$ cat src/rtl/block_transfer_sequencer.sv
// Purpose : LDM/STM block-transfer sequencer; walks a 16-bit register list and moves one register per cycle between the register file and data memory.
// Latency : Start accepted at edge k -> XFER cycles k+1..k+N, FINISH (Done) at k+N+1; N = popcount(RegList), N = 0 gives FINISH only.
// Backpres: none; Busy stalls the core while a transfer runs, and Start is sampled only in IDLE.
//
// Ports:
//   CLK, reset          clock and synchronous active-high reset
//   Start/Load/Up/W/Rn  request and its mode, captured in the Start cycle
//   Base, RegList       base register value and register list, captured in the Start cycle
//   RD, MemRD           register-file and data-memory read data (used live)
//   RegA/RegWE/RegWD    register-file address (read and write) and write port
//   PCWE/PCWD           PC load when R15 is the LDM destination
//   MemAddr/MemWE/MemWD data-memory address and write port
//   Busy, Done          stall request and one-cycle completion pulse
//
// Build option: define BLKXFER_WRITEBACK_EN to honour W (base writeback in FINISH).
// Without it, W and Rn are ignored and FINISH only pulses Done.

module block_transfer_sequencer #(
  parameter int DATA_W     = 32,
  parameter int WORD_BYTES = 4
) (
  input  logic              CLK,
  input  logic              reset,
  input  logic              Start,
  input  logic              Load,
  input  logic              Up,
  input  logic              W,
  input  logic [3:0]        Rn,
  input  logic [DATA_W-1:0] Base,
  input  logic [15:0]       RegList,
  input  logic [DATA_W-1:0] RD,
  input  logic [DATA_W-1:0] MemRD,
  output logic [3:0]        RegA,
  output logic              RegWE,
  output logic [DATA_W-1:0] RegWD,
  output logic              PCWE,
  output logic [DATA_W-1:0] PCWD,
  output logic [DATA_W-1:0] MemAddr,
  output logic              MemWE,
  output logic [DATA_W-1:0] MemWD,
  output logic              Busy,
  output logic              Done
);

  typedef enum logic [1:0] {
    S_IDLE   = 2'd0,
    S_XFER   = 2'd1,
    S_FINISH = 2'd2
  } state_t;

  localparam logic [DATA_W-1:0] STRIDE = DATA_W'(WORD_BYTES);

  function automatic logic [4:0] popcount16(input logic [15:0] v);
    logic [4:0] c;
    c = '0;
    for (int i = 0; i < 16; i++) c = c + {4'd0, v[i]};
    return c;
  endfunction

  state_t              state_q, state_d;
  logic [15:0]         mask_q, mask_d;
  logic [DATA_W-1:0]   addr_q, addr_d;
  logic                load_q, load_d;

  // Request-side arithmetic; wraps modulo 2^DATA_W.
  logic [4:0]          n_req;
  logic [DATA_W-1:0]   span;
  assign n_req = popcount16(RegList);
  assign span  = STRIDE * DATA_W'(n_req);

  // Lowest pending register, and the mask with that bit removed.
  logic [3:0]          idx;
  logic [15:0]         mask_clr;
  always_comb begin
    idx = '0;
    for (int i = 15; i >= 0; i--) begin
      if (mask_q[i]) idx = 4'(i);
    end
  end
  assign mask_clr = mask_q & (mask_q - 16'd1);

`ifdef BLKXFER_WRITEBACK_EN
  // wb_q folds every suppression rule into one bit at Start time, so FINISH
  // never needs the original list.
  logic                wb_q, wb_d;
  logic [3:0]          rn_q, rn_d;
  logic [DATA_W-1:0]   newbase_q, newbase_d;
`else
  logic                unused_wb;
  assign unused_wb = ^{W, Rn};
`endif

  always_ff @(posedge CLK) begin
    if (reset) begin
      state_q   <= S_IDLE;
      mask_q    <= '0;
      addr_q    <= '0;
      load_q    <= 1'b0;
`ifdef BLKXFER_WRITEBACK_EN
      wb_q      <= 1'b0;
      rn_q      <= '0;
      newbase_q <= '0;
`endif
    end else begin
      state_q   <= state_d;
      mask_q    <= mask_d;
      addr_q    <= addr_d;
      load_q    <= load_d;
`ifdef BLKXFER_WRITEBACK_EN
      wb_q      <= wb_d;
      rn_q      <= rn_d;
      newbase_q <= newbase_d;
`endif
    end
  end

  // Next-state and capture logic.
  always_comb begin
    state_d   = state_q;
    mask_d    = mask_q;
    addr_d    = addr_q;
    load_d    = load_q;
`ifdef BLKXFER_WRITEBACK_EN
    wb_d      = wb_q;
    rn_d      = rn_q;
    newbase_d = newbase_q;
`endif
    case (state_q)
      S_IDLE: begin
        if (Start) begin
          load_d  = Load;
          mask_d  = RegList;
          addr_d  = Up ? Base : Base - span;
`ifdef BLKXFER_WRITEBACK_EN
          rn_d      = Rn;
          wb_d      = W && (Rn != 4'd15) && !(Load && RegList[Rn]);
          newbase_d = Up ? Base + span : Base - span;
`endif
          state_d = (n_req == 5'd0) ? S_FINISH : S_XFER;
        end
      end
      S_XFER: begin
        mask_d = mask_clr;
        addr_d = addr_q + STRIDE;
        if (mask_clr == 16'd0) state_d = S_FINISH;
      end
      S_FINISH: state_d = S_IDLE;
      default:  state_d = S_IDLE;
    endcase
  end

  // Outputs depend only on state and captured registers (plus live read data).
  always_comb begin
    RegA    = '0;
    RegWE   = 1'b0;
    RegWD   = '0;
    PCWE    = 1'b0;
    PCWD    = '0;
    MemAddr = '0;
    MemWE   = 1'b0;
    MemWD   = '0;
    Busy    = 1'b0;
    Done    = 1'b0;
    case (state_q)
      S_XFER: begin
        Busy    = 1'b1;
        RegA    = idx;
        MemAddr = addr_q;
        if (!load_q) begin
          MemWE = 1'b1;
          MemWD = RD;
        end else if (idx == 4'd15) begin
          PCWE = 1'b1;
          PCWD = MemRD;
        end else begin
          RegWE = 1'b1;
          RegWD = MemRD;
        end
      end
      S_FINISH: begin
        Busy = 1'b1;
        Done = 1'b1;
`ifdef BLKXFER_WRITEBACK_EN
        if (wb_q) begin
          RegA  = rn_q;
          RegWE = 1'b1;
          RegWD = newbase_q;
        end
`endif
      end
      default: ;
    endcase
  end

endmodule

$ cat config.mk
export PLATFORM = sky130hd
export DESIGN_NAME = block_transfer_sequencer
export DESIGN_NICKNAME = d
export VERILOG_FILES = /design/src/rtl/block_transfer_sequencer.sv
export SDC_FILE = /design/constraint.sdc
export NUM_CORES = 1
export LEC_CHECK = 0
export CAP_MARGIN = 20
export CORE_MARGIN = 8
export CORE_UTILIZATION = 37
export DETAILED_ROUTE_END_ITERATION = 10
export GPL_TIMING_DRIVEN = 0
export PLACE_DENSITY_LB_ADDON = 0.2
export SKIP_LAST_GASP = 1
export SLEW_MARGIN = 20
export SYNTH_ARGS = -nofsm -noshare
export SYNTH_HDL_FRONTEND = slang
export SYNTH_SLANG_ARGS = --single-unit
$ cat constraint.sdc
create_clock -name CLK -period 5.56 [get_ports CLK]
set_input_delay 0.556 -clock CLK [delete_from_list [all_inputs] [get_ports CLK]]
set_output_delay 0.556 -clock CLK [all_outputs]
set_load 0.05 [all_outputs]
==> metrics.log <==
[metrics] run status: complete, no violations
[metrics] placed cell count: 1205
[metrics] largest net degree at the start of global routing: 15
[metrics] initial cell density of the core: 37.4%
[metrics] post-route setup slack: 192 ps
[metrics] reported max-cap violation count: 0
[metrics] async set-reset flop share out of synthesis: 0%
[metrics] transition at the pin with the smallest max-transition slack: 967 ps
[metrics] source-to-sink clock delay at the later pin of the worst-skew pair: 300 ps
[metrics] Period Utilization, post-route: 96.5%
[metrics] placeable core region: 0.0137 mm2
[metrics] number of enable-type register cells in the synthesized netlist: 0
[metrics] peak ir drop on the vdd network: around 0.00022 V
[metrics] internal reg-to-reg setup slack: 2640 ps
[metrics] CTS tree: built
[metrics] CTS Buf Count: 5
[metrics] endpoint of the worst register-to-register path: addr_q[13]
[metrics] post-route antenna net violation count: 0
[metrics] setup TNS: 0 ps
[metrics] Post-Syn Area: slightly above 0.005 mm2
[metrics] Avg Cell Area, Syn: 6.65 um2
[metrics] net count of the mapped netlist: 918
[metrics] unique cell type count in the Yosys netlist: 66
[metrics] cell-by-cell trace of the critical path: clkdlybuf4s15_2 -> fa_1 -> inv_1 -> fa_1 -> inv_2 -> fa_1 -> inv_1 -> fa_1 -> inv_1 -> ha_2 -> inv_2 -> fa_2 -> nor2b_2 -> o21ai_2 -> ha_2 -> or3_4 -> or3_4 -> or2_4 -> buf_6 -> o31a_1 -> o21ai_2 -> a21oi_2
[metrics] worst min-delay path class: flop to flop
[metrics] final weighted congestion in routability-driven placement: 0.970
[metrics] clk_skew: 4.57 ps
[metrics] number of DRC violations after detailed routing: 0
[metrics] final hold viol count: 0
[metrics] most common flop cell mapped by yosys: dfxtp_1
[metrics] required arrival time at the worst endpoint: between 5000 and 6000 ps
[metrics] final critical path time including I/O delays and setup: about 5400 ps
[metrics] worst setup path endpoint: addr_q[14]
[metrics] Final setup viols: 0
[metrics] Congestion Overflow GR: 0
[metrics] number of cell instances on the worst register-to-register path: 8
[metrics] count of H-tree levels built during CTS: 2
[metrics] reg2reg start: state_q[0]
[metrics] portion of the post-synthesis area used by sequential elements: roughly a fifth
[metrics] fraction of final layout cells with drive strength greater than 1: 6.45%
[metrics] number of nets in the final layout: 1184
[metrics] pwr dens: ~400 mW/mm2
[metrics] Pleak: approximately 3.0 nW
[metrics] clock transition at the register clock pins on the worst setup and hold paths after CTS: 70 ps
[metrics] hold buffers post-CTS: 0
[metrics] vias in the first global route: between 6000 and 7000
[metrics] number of port buffers: 253
[metrics] average wire length per cell after detail routing: between 15 and 20 um
[metrics] number of sinks handled by clock tree synthesis: 51
[metrics] cell types with the largest area share after synthesis: dfxtp_1 (20%), nor2_1 (9.8%), and2_1 (7.9%), nand2_1 (6.0%), a21oi_1 (5.0%)
[metrics] Die Span Y: 134 um
[metrics] drt via density: 5.46
[metrics] largest area contributor in the synthesized netlist: dfxtp_1
[metrics] RSZ-0062 raised after global routing: true
[metrics] minimum setup slack after placement: -1090 ps
[metrics] Critical Path Source Type: input pin
[metrics] number of antenna violations at the first check in global routing: 0
[metrics] timing-limited maximum frequency: ~0.19 GHz
[metrics] Final HPWL DP: 18500 um
[metrics] Cells after Synth: a little under 800
[metrics] Synth-to-Final Area Change: 60.6%
[metrics] via total after detailed routing: 6646
[metrics] Crit path arrival time: 5530 ps
[metrics] CP max stage cell: fa_1
[metrics] Max Buffers Root-to-Sink: 2
[metrics] fin. max-slew vios: 0
[metrics] worst slew margin relative to its limit: a little over a third
[metrics] final wirelength: 22900 um
[metrics] category of the most critical setup path: input pin to flop
[metrics] critical path capture point type: flop
[metrics] wire length of the first global-routing pass: 34000 um
[metrics] proportion of netlist area held by the largest area contributor: 19.9%
[metrics] number of synthesis warnings: 0
[metrics] synthesized flop and latch total: 51
[metrics] final cell count without fillers: 1218
[metrics] num ports: 259
[metrics] # diodes: 0
[metrics] horizontal die dimension: 134 um
[metrics] start point of the critical path: RegList[15]
[metrics] all-layer global routing usage: 23.8%
[metrics] floorplan row count: between 40 and 50
[metrics] number of design-rule violations left by the first detailed-router iteration: 626
[metrics] Critical Path Max Stage Delay: 540 ps
[metrics] number of optimization iterations in the first detailed-route pass: 5
[metrics] largest fanout of any net on the critical path: 6
[metrics] Clock Tree Root: clkbuf_16
[metrics] full die area: 0.0179 mm2
[metrics] cell type with the highest occurrence count on the critical path: fa_1
## report_power, final
part	switching [mW]	total (mW)	internal, mW	leakage, nW
logic	1.52	2.37	0.850	2.50
registers	0.128	0.600	0.473	0.419
clock network	0.141	0.317	0.176	0.0727
## worst min-delay path by stage
stage,from,to,slack [ps],depth (start not counted)
6_report,load_q,load_q,490,2
5_1_grt,addr_q[1],addr_q[1],520,2
4_1_cts,addr_q[1],addr_q[1],490,2
3_5_place_dp,addr_q[1],addr_q[1],470,2
3_3_place_gp,addr_q[1],addr_q[1],460,2
2_1_floorplan,addr_q[0],addr_q[0],450,2
## worst max-delay path, delay by kind of cell
| family | cells | cell delay, ps |
|---|---|---|
| adders and majority gates | 7 | 2610 |
| buffers and inverters | 7 | 600 |
| AOI/OAI and AO/OA | 4 | 660 |
| and+or+nand+nor | 4 | 1090 |
## logic make-up after synthesis
logic type | after synthesis | share of synthesized area [%]
AND/OR/NAND/NOR | 403 | 39.0
AO/OA/AOI/OAI | 177 | 22.1
buffers and inverters | 90 | 6.80
flip-flops | 51 | 19.9
adder cells (fa/ha/maj) | 26 | 7.84
XOR/XNOR | 20 | 3.41
multiplexers | 5 | 0.974
## Yosys cell counts (15+ instances only)
| cell type | instances |
|---|---|
| nand2_1 | 82 |
| nor2_1 | 134 |
| dfxtp_1 | 51 |
| o21ai_0 | 40 |
| nand3_1 | 20 |
| a22oi_1 | 15 |
| and2_1 | 65 |
| nor4_1 | 16 |
| nor3_1 | 27 |
| a21oi_1 | 51 |
| inv_1 | 36 |
| clkbuf_1 | 44 |
## metal layers
layer  GRT usage, %  vias to the layer above  share of wire [%]
li1               -                     3233                  -
met3           4.49                       48                 10
met5              0                        -                  0
met4           7.99                        0                2.7
met2           40.6                      395                 48
met1           29.4                     2970                 39
## layout make-up
class,instances,area [um2]
Clock buffer,6,139
Multi-Input combinational cell,631,3950
Sequential cell,51,1020
Buffer,53,215
Fill cell,1317,5470
Inverter,36,135
Tap cell,180,225
Timing Repair Buffer,260,2560
Clock inverter,1,5.00
## stage by stage
stage               instance area (um2)  power, mW  utilization (%)  hold WS (ps)
floorplan                          5140       2.10                -           448
global placement                   7890       2.79             57.5           461
detailed placement                 7890       2.82             57.5           469
CTS                                8120       3.18             59.2           487
global route                       8250       3.51             60.1           517
finish                             8250       3.29             60.1           492
## flip-flops by register name (all words and copies together), names as in the netlist
name and count:
addr_q 32, load_q 1, mask_q 16, state_q 2
## placed cells by master (no fill, tap or decap), types with 8 or more instances in the layout
cell             netlist  routed
a22oi_1               15      15
a21oi_1               51      49
clkbuf_1              44      44
and2_1                65      65
nor3_1                27      25
dfxtp_1               51      51
nand3_1               20      19
or4_1                  8       8
nor4_1                16       9
clkdlybuf4s50_1        0     244
ha_1                  13      10
nand4_1               10      10
o21ai_0               40      34
nand2_1               82      81
inv_1                 36      32
fa_1                  11      10
xnor2_1               13      12
nor2_1               134     133
## repair_timing
item	CTS	global route
gates resized for setup	42	28
endpoints found under the hold margin	0	0
setup buffers	3	3
endpoints found under the setup margin	24	23
pin swaps	15	18
gates cloned	1	0
No activity file was read; power rests on OpenSTA's default activity.
